### src/rtl/game_round_ctrl.sv
// Round sequencer for the shooting game: start detection, target load, aim/timeout, judge, score.
// Optional build macro HIT_TOLERANCE_EN widens a hit to +/-1 column on the X axis.
module game_round_ctrl #(
  parameter int ROUNDS        = 8,
  parameter int TIMEOUT_TICKS = 15,
  parameter int SCORE_W       = 8
) (
  input  logic               clk,
  input  logic               reset,
  input  logic               ena,
  input  logic               start_btn,
  input  logic               tick,
  input  logic               shot_fire,
  input  logic [4:0]         shot_x,
  input  logic [4:0]         shot_y,
  input  logic [4:0]         target_x,
  input  logic [4:0]         target_y,
  output logic               start_new_game,
  output logic               result_valid,
  output logic               hit,
  output logic [SCORE_W-1:0] score,
  output logic [7:0]         round_cnt,
  output logic               busy,
  output logic               game_over
);

  typedef enum logic [2:0] {
    IDLE,
    LOAD,
    SETTLE,
    AIM,
    JUDGE,
    OVER
  } state_t;

  localparam logic [7:0] TIMER_LAST  = 8'(TIMEOUT_TICKS - 1);
  localparam logic [7:0] ROUNDS_LAST = 8'(ROUNDS);

  state_t             state;
  state_t             state_nxt;
  logic               start_q;
  logic [7:0]         timer;
  logic [7:0]         timer_nxt;
  logic               shot_taken;
  logic               shot_taken_nxt;
  logic               capture;
  logic [4:0]         shot_x_q;
  logic [4:0]         shot_y_q;
  logic [SCORE_W-1:0] score_q;
  logic [SCORE_W-1:0] score_nxt;
  logic [7:0]         round_q;
  logic [7:0]         round_nxt;
  logic               start_edge;
  logic               hit_calc;

  function automatic logic [SCORE_W-1:0] sat_inc(input logic [SCORE_W-1:0] val,
                                                  input logic inc);
    if (inc && (val != {SCORE_W{1'b1}}))
      return val + {{(SCORE_W-1){1'b0}}, 1'b1};
    return val;
  endfunction

`ifdef HIT_TOLERANCE_EN
  // X distance taken in 6-bit signed space so column 0 and column 31 stay far apart.
  function automatic logic coord_match(input logic [4:0] sx, input logic [4:0] sy,
                                       input logic [4:0] tx, input logic [4:0] ty);
    logic signed [5:0] dx;
    dx = $signed({1'b0, sx}) - $signed({1'b0, tx});
    return (sy == ty) && ((dx == 6'sd0) || (dx == 6'sd1) || (dx == -6'sd1));
  endfunction
`else
  function automatic logic coord_match(input logic [4:0] sx, input logic [4:0] sy,
                                       input logic [4:0] tx, input logic [4:0] ty);
    return (sx == tx) && (sy == ty);
  endfunction
`endif

  assign start_edge = start_btn & ~start_q;
  assign hit_calc   = shot_taken & coord_match(shot_x_q, shot_y_q, target_x, target_y);

  always_comb begin
    state_nxt      = state;
    timer_nxt      = timer;
    shot_taken_nxt = shot_taken;
    capture        = 1'b0;
    score_nxt      = score_q;
    round_nxt      = round_q;
    case (state)
      IDLE, OVER: begin
        if (start_edge) begin
          score_nxt = '0;
          round_nxt = '0;
          state_nxt = LOAD;
        end
      end
      LOAD: state_nxt = SETTLE;
      SETTLE: begin
        timer_nxt      = '0;
        shot_taken_nxt = 1'b0;
        state_nxt      = AIM;
      end
      AIM: begin
        // A shot in the same cycle as a tick takes priority and freezes the timer.
        if (shot_fire) begin
          capture        = 1'b1;
          shot_taken_nxt = 1'b1;
          state_nxt      = JUDGE;
        end else if (tick) begin
          timer_nxt = timer + 8'd1;
          if (timer == TIMER_LAST) begin
            shot_taken_nxt = 1'b0;
            state_nxt      = JUDGE;
          end
        end
      end
      JUDGE: begin
        round_nxt = round_q + 8'd1;
        score_nxt = sat_inc(score_q, hit_calc);
        state_nxt = (round_nxt == ROUNDS_LAST) ? OVER : LOAD;
      end
      default: state_nxt = IDLE;
    endcase
  end

  always_ff @(posedge clk or posedge reset) begin
    if (reset) begin
      state      <= IDLE;
      start_q    <= 1'b0;
      timer      <= '0;
      shot_taken <= 1'b0;
      shot_x_q   <= '0;
      shot_y_q   <= '0;
      score_q    <= '0;
      round_q    <= '0;
    end else if (ena) begin
      state      <= state_nxt;
      start_q    <= start_btn;
      timer      <= timer_nxt;
      shot_taken <= shot_taken_nxt;
      score_q    <= score_nxt;
      round_q    <= round_nxt;
      if (capture) begin
        shot_x_q <= shot_x;
        shot_y_q <= shot_y;
      end
    end
  end

  assign start_new_game = ena & (state == LOAD);
  assign result_valid   = ena & (state == JUDGE);
  assign hit            = result_valid & hit_calc;
  assign score          = score_q;
  assign round_cnt      = round_q;
  assign busy           = (state == LOAD) || (state == SETTLE) || (state == AIM) || (state == JUDGE);
  assign game_over      = (state == OVER);

endmodule

### config.mk
export PLATFORM = sky130hd
export DESIGN_NAME = game_round_ctrl
export DESIGN_NICKNAME = d
export VERILOG_FILES = /design/src/rtl/game_round_ctrl.sv
export SDC_FILE = /design/constraint.sdc
export NUM_CORES = 1
export LEC_CHECK = 0
export ABC_AREA = 0
export CORE_ASPECT_RATIO = 0.5
export CORE_MARGIN = 5
export CORE_UTILIZATION = 45
export DETAILED_ROUTE_END_ITERATION = 7
export DONT_BUFFER_PORTS = 1
export SLEW_MARGIN = 25
export SYNTH_ARGS = -nofsm -noshare
export SYNTH_HDL_FRONTEND = slang
export SYNTH_SLANG_ARGS = --single-unit
### constraint.sdc
create_clock -name clk -period 2.2 [get_ports clk]
set_input_delay 0 -clock clk [delete_from_list [all_inputs] [get_ports clk]]
set_output_delay 0 -clock clk [all_outputs]
set_load 0.02 [all_outputs]
* Word level (Yosys, flattened, before mapping)
Index checks and enable logic that the tools add are counted.
** Storage, ports and cells
- Register bits after elaboration :: 39
- Output and inout bits :: 21
- Word-level logic and storage cells :: 70
** Operators by class
- Add/subtract/negate cells :: 3
- Equality and inequality tests :: 16
- Multiplexer cells :: 22
- Bitwise gates (word level) :: 6
- Reduce and logical (&&, ||, !) cells :: 15
** Operators by type and width (number)
- $pmux 8 s2 :: 3
- $mux 8 :: 5
- $add 8x1->8 const B :: 3
- $eq 8x4->1 const B :: 2
- $reduce_and 4->1 :: 4
- $mux 3 :: 5
- $pmux 3 s5 :: 1
- $eq 5x5->1 :: 2
- $ne 2x2->1 const B :: 4
- $ne 8x8->1 const B :: 1
- $mux 1 :: 7
- $eq 3x2->1 const B :: 2
- $eq 3x3->1 const B :: 2
- $ne 3x3->1 const B :: 2
- $and 1x1->1 :: 5
- $reduce_bool 2->1 :: 2
- $eq 3x1->1 const B :: 1
- $logic_not 3->1 :: 1
- $logic_or 1x1->1 :: 3
- $reduce_and 3->1 :: 1
- $logic_and 1x1->1 :: 2
- $pmux 1 s2 :: 1
- $reduce_and 2->1 :: 1
- $reduce_or 2->1 :: 1
- $not 1->1 :: 1

* Logic depth before layout (Yosys ltp)
- Depth in word-level cells :: 8
- Depth in mapped cells :: 7
- Mapped depth without buffers :: 6

* Worst setup path after synthesis
OpenSTA, ideal clock, no wires.
- Kind :: register to register
- Start :: register score_q[1], in the netlist score[1]
- End :: register score_q[4], in the netlist score[4]
- Library setup time :: 126 ps
- Data arrival time :: 1670 ps
- Setup slack :: 404 ps
- Cell stages (with the launch flop) :: 7
- Cells stage by stage :: dfrtp_1 ha_1 nand3_2 nand2b_4 nor4_2 nor2_1 a221o_1
** On the way
- Word-level cells in the longest chain between the ends :: 6
- Elaborated cells on any way between the ends :: 10
- Those cells by class :: add/sub: 1; eq/ne: 2; mux: 5; reduce/logical: 2
** Ends and longest elaborated chain
- start: declaration :: RTL line 49 : logic [SCORE_W-1:0] score_q;
- start signal: assignment :: RTL line 140 : score_q <= score_nxt;
- branches (longest 6 deep; another with $add 8x1->8)
Several ways; the timed one is not identified. The select of a mux whose other input is x is not followed.
A chain may end at the register's enable or synchronous reset.

* Worst setup path in the final report
- Start :: register state[0]
- End :: register shot_y_q[0]
** On the way
- Word-level cells in the longest chain between the ends :: 3
** Ends and longest elaborated chain
- start: declaration :: RTL line 39 : state_t state;
- start signal: assignment :: RTL line 136 : state <= state_nxt;
- $eq 3x2->1 :: RTL line 88 : case (state)
- $mux 1 :: RTL line 88
- $reduce_and 2->1 (no source line)
- end signal: assignment :: RTL line 144 : shot_y_q <= shot_y;
- end: declaration :: RTL line 48 : logic [4:0] shot_y_q;
No other way between the ends.

==> results.sh <==
export IMPL_outcome="completed"
export IMPL_grt_antenna_before_repair=0
export IMPL_reg2reg_depth=5
export IMPL_grt_max_degree=40
export IMPL_cts_resized=0
export IMPL_slew_limit_headroom_pct=57.6
export IMPL_cts_hold_fix_buffers=15
export IMPL_gr_usage_met3_pct=6.08
export IMPL_detail_route_wl_per_cell_um=15.7
export IMPL_worstMarginPinSlew_ns=0.636
export IMPL_synth_cells=225
export IMPL_cts_buffers_inserted=5
export IMPL_syn_mean_instance_area_um2=10.6
export IMPL_max_freq_mhz=532
export IMPL_critical_path_max_fanout=10
export IMPL_ys_seq_area_share_pct=40.9
export IMPL_path_class_of_the_lowest_slack_min_delay_path="in2reg"
export IMPL_cts_max_level=2
export IMPL_clockRootBuffer="clkbuf_8"
export IMPL_cp_arrival_ns=2.07
export IMPL_timing_final_ws_setup_ns=0.319
export IMPL_maxSlewViolCount=0
export IMPL_vias=1795
export IMPL_post_route_drc_violation_count=0
export IMPL_ir_drop_v=0.000542
export IMPL_finalWeightedCongestion=0.824
export IMPL_synth_main_ff_cell="dfrtp_1"
export IMPL_first_global_vias=1791
export IMPL_r2r_path_end="shot_y_q[0]"
export IMPL_flow_area_growth_from_synthesis_pct=14.8
export IMPL_ys_async_sr_fraction_pct=100
export IMPL_yosys_warnings=0
export IMPL_power_leakage_nw=1.20
export IMPL_hold_path_depth=3
export IMPL_grt_total_usage_pct=16.0
export IMPL_regToRegSetupSlack_ns=0.32
export IMPL_setup_repair_after_global_routing_missed_its_margin="no"
export IMPL_maxCapViolCount=0
export IMPL_clockBufferDepth=2
export IMPL_cts_sinks=39
export IMPL_total_power_w=0.00277
export IMPL_cts_tree="yes"
export IMPL_net_count_synth=255
export IMPL_critical_path_rt_ns=2.38
export IMPL_initial_standard_cell_utilization_of_the_core_pct=47.5
export IMPL_worstPathBufferInverterCount=1
export IMPL_grt_met2_usage_pct=26.3
export IMPL_worstSetupPathType="reg2reg"
export IMPL_port_buffers=0
export IMPL_worst_path_dominant_cell_family="simple AND/OR/NAND/NOR gates"
export IMPL_synth_edf_count=0
export IMPL_chipWidth_um=113
export IMPL_totalNegativeSetupSlack_ns=0
export IMPL_io_pins=47
export IMPL_drt_pre_antenna_iters=4
export IMPL_met1_track_utilization_from_global_routing_pct=19.9
export IMPL_hold_end="state[1]"
export IMPL_dp_hpwl_um=3590
export IMPL_end_kind="register"
export IMPL_worst_path_clk_slew_ns=0.07
export IMPL_n_antenna_cell=0
export IMPL_final_nets=280
export IMPL_chipHeight_um=61.5
export IMPL_first_pass_grt_wire_length_um=8650
export IMPL_critical_path_top_delay_cell="dfrtp_1"
export IMPL_critical_path_reg2reg_startpoint="state[0]"
export IMPL_overall_die_area_um2=6950
export IMPL_finClkSkew_ns=0.00969
export IMPL_cts_setup_buffers=0
export IMPL_overflow=0
export IMPL_dr_first_iter_drc_count=92
export IMPL_post_synth_instance_area_um2=2390
export IMPL_placement_cell_area_um2=2510
export IMPL_drive_above_1_share_pct=19.9
export IMPL_fillerInstances=453
export IMPL_core_area_um2=5020
export IMPL_power_density_nw_per_um2=1010
export IMPL_ant_nets=0
export IMPL_yosys_cell_types_count=56
export IMPL_timing_critical_path_cells="buf_4 > nor2b_2 > nand2_1 > nor2_4 > mux2_2"
export IMPL_dpl_worst_slack_ns=0.316
export IMPL_via_density_per_instance=5.59
export IMPL_setup_viol=0
export IMPL_detail_route_wirelength_um=5050
export IMPL_worst_setup_path_start_kind="register"
export IMPL_min_period_ns=1.88
export IMPL_row_count=18
export IMPL_synth_ff_latch_count=39
export IMPL_finalInstanceArea_um2=2740
export IMPL_final_worst_path_period_share_pct=85.5
export IMPL_holdCritStartpoint="ena"
export IMPL_grt_busiest_layer="met2"
export IMPL_utilization_after_layout_pct=54.6
export IMPL_final_hold_violation_count=0
export IMPL_crit_path_max_incr_delay_ns=0.48
export IMPL_worstSkewPairLatency_ns=0.30
[cells by family after synthesis]
family / count (synthesis) / share of synthesized area, %
AO/OA/AOI/OAI: 42 / 12.3
adder cells (fa/ha/maj): 4 / 2.10
buffers and inverters: 15 / 2.93
AND/OR/NAND/NOR: 90 / 24.2
XOR/XNOR: 20 / 10.5
flip-flops: 39 / 40.9
multiplexers: 15 / 7.08
[layout by cell type (no fill, tap or decap), drive strengths merged, types with 3 or more instances in the layout]
| cell type | count |
|---|---|
| and3 | 6 |
| nand2 | 19 |
| inv | 8 |
| nand2b | 4 |
| dlygate4sd3 | 15 |
| nor3 | 4 |
| o31ai | 3 |
| o21ai | 12 |
| nor4 | 4 |
| xor2 | 8 |
| a21oi | 8 |
| mux2 | 15 |
| nor2b | 3 |
| nor2 | 22 |
| dfrtp | 39 |
| buf | 10 |
| a221o | 4 |
| nand4 | 12 |
| xnor2 | 12 |
| nand3 | 6 |
| clkbuf | 7 |
| ha | 4 |
[power breakdown]
group          internal [W]  switching [W]  leakage (nW)
combinational      0.000480       0.000515         0.642
sequential         0.000931       0.000373         0.512
clock              0.000222       0.000243        0.0422
total               0.00163        0.00113          1.20
[worst register-to-register path, stage by stage, from the launching register on]
cell and delay, ns:
dfrtp_1 0.48, buf_4 0.19, nor2b_2 0.20, nand2_1 0.18, nor2_4 0.35, mux2_2 0.38
[metrics by stage]
stage	std cells	hold slack, ns
finish	321	0.0237
global route	321	0.0371
CTS	321	0.0217
detailed placement	298	0.0567
global placement	298	0.0474
floorplan	225	0.135
[worst max path at each step]
stage / startpoint / slack (ns) / cells after the start / end
floorplan: score[1] / 0.40 / 6 / score[4]
global placement: state[0] / 0.35 / 5 / shot_y_q[0]
detailed placement: state[0] / 0.32 / 5 / shot_y_q[0]
CTS: state[0] / 0.30 / 5 / shot_y_q[0]
global route: timer[0] / 0.18 / 6 / state[2]
finish: state[0] / 0.32 / 5 / shot_y_q[0]
[cells in the mapped netlist, types with 2 or more instances]
cell	n	area (um^2)
a21oi_1	7	35.0
a221o_1	4	40.0
a22oi_1	2	15.0
and3_1	6	37.5
and4_1	2	17.5
buf_2	5	25.0
buf_4	2	15.0
dfrtp_1	39	976
ha_1	4	50.1
inv_1	7	26.3
mux2_1	8	90.1
mux2_2	7	78.8
nand2_1	19	71.3
nand2b_1	3	18.8
nand3_1	4	20.0
nand4_1	9	56.3
nand4_2	2	25.0
nor2_1	21	78.8
nor2b_1	2	12.5
nor3_1	4	20.0
nor4_2	3	37.5
o211ai_1	2	15.0
o21ai_0	5	25.0
o21ai_1	7	35.0
o22ai_1	2	12.5
o31ai_1	3	22.5
xnor2_1	3	26.3
xnor2_2	9	146
xor2_1	7	61.3
[registers in the layout (all words and copies together) (netlist names)]
register and count:
round_cnt 8, score 8, timer 8, shot_x_q 5, shot_y_q 5, state 3
shot_taken 1, start_q 1
[metal layers]
layer / part of all wire [%] / wire length (um)
met1: 47 / 2360
met2: 45 / 2280
met3: 6.9 / 347
met4: 1.2 / 59
met5: 0 / 0
[cell type report]
cell class,instances,area (um^2),area share [%]
multi-input combinational,171,1340,48.9
sequential,39,976,35.6
timing repair buffer,25,225,8.22
tap,70,87.6,3.19
clock buffer,7,76.3,2.78
inverter,8,30.0,1.10
clock inverter,1,5.00,0.183
Note: power is estimated with default switching activity, not from simulation.
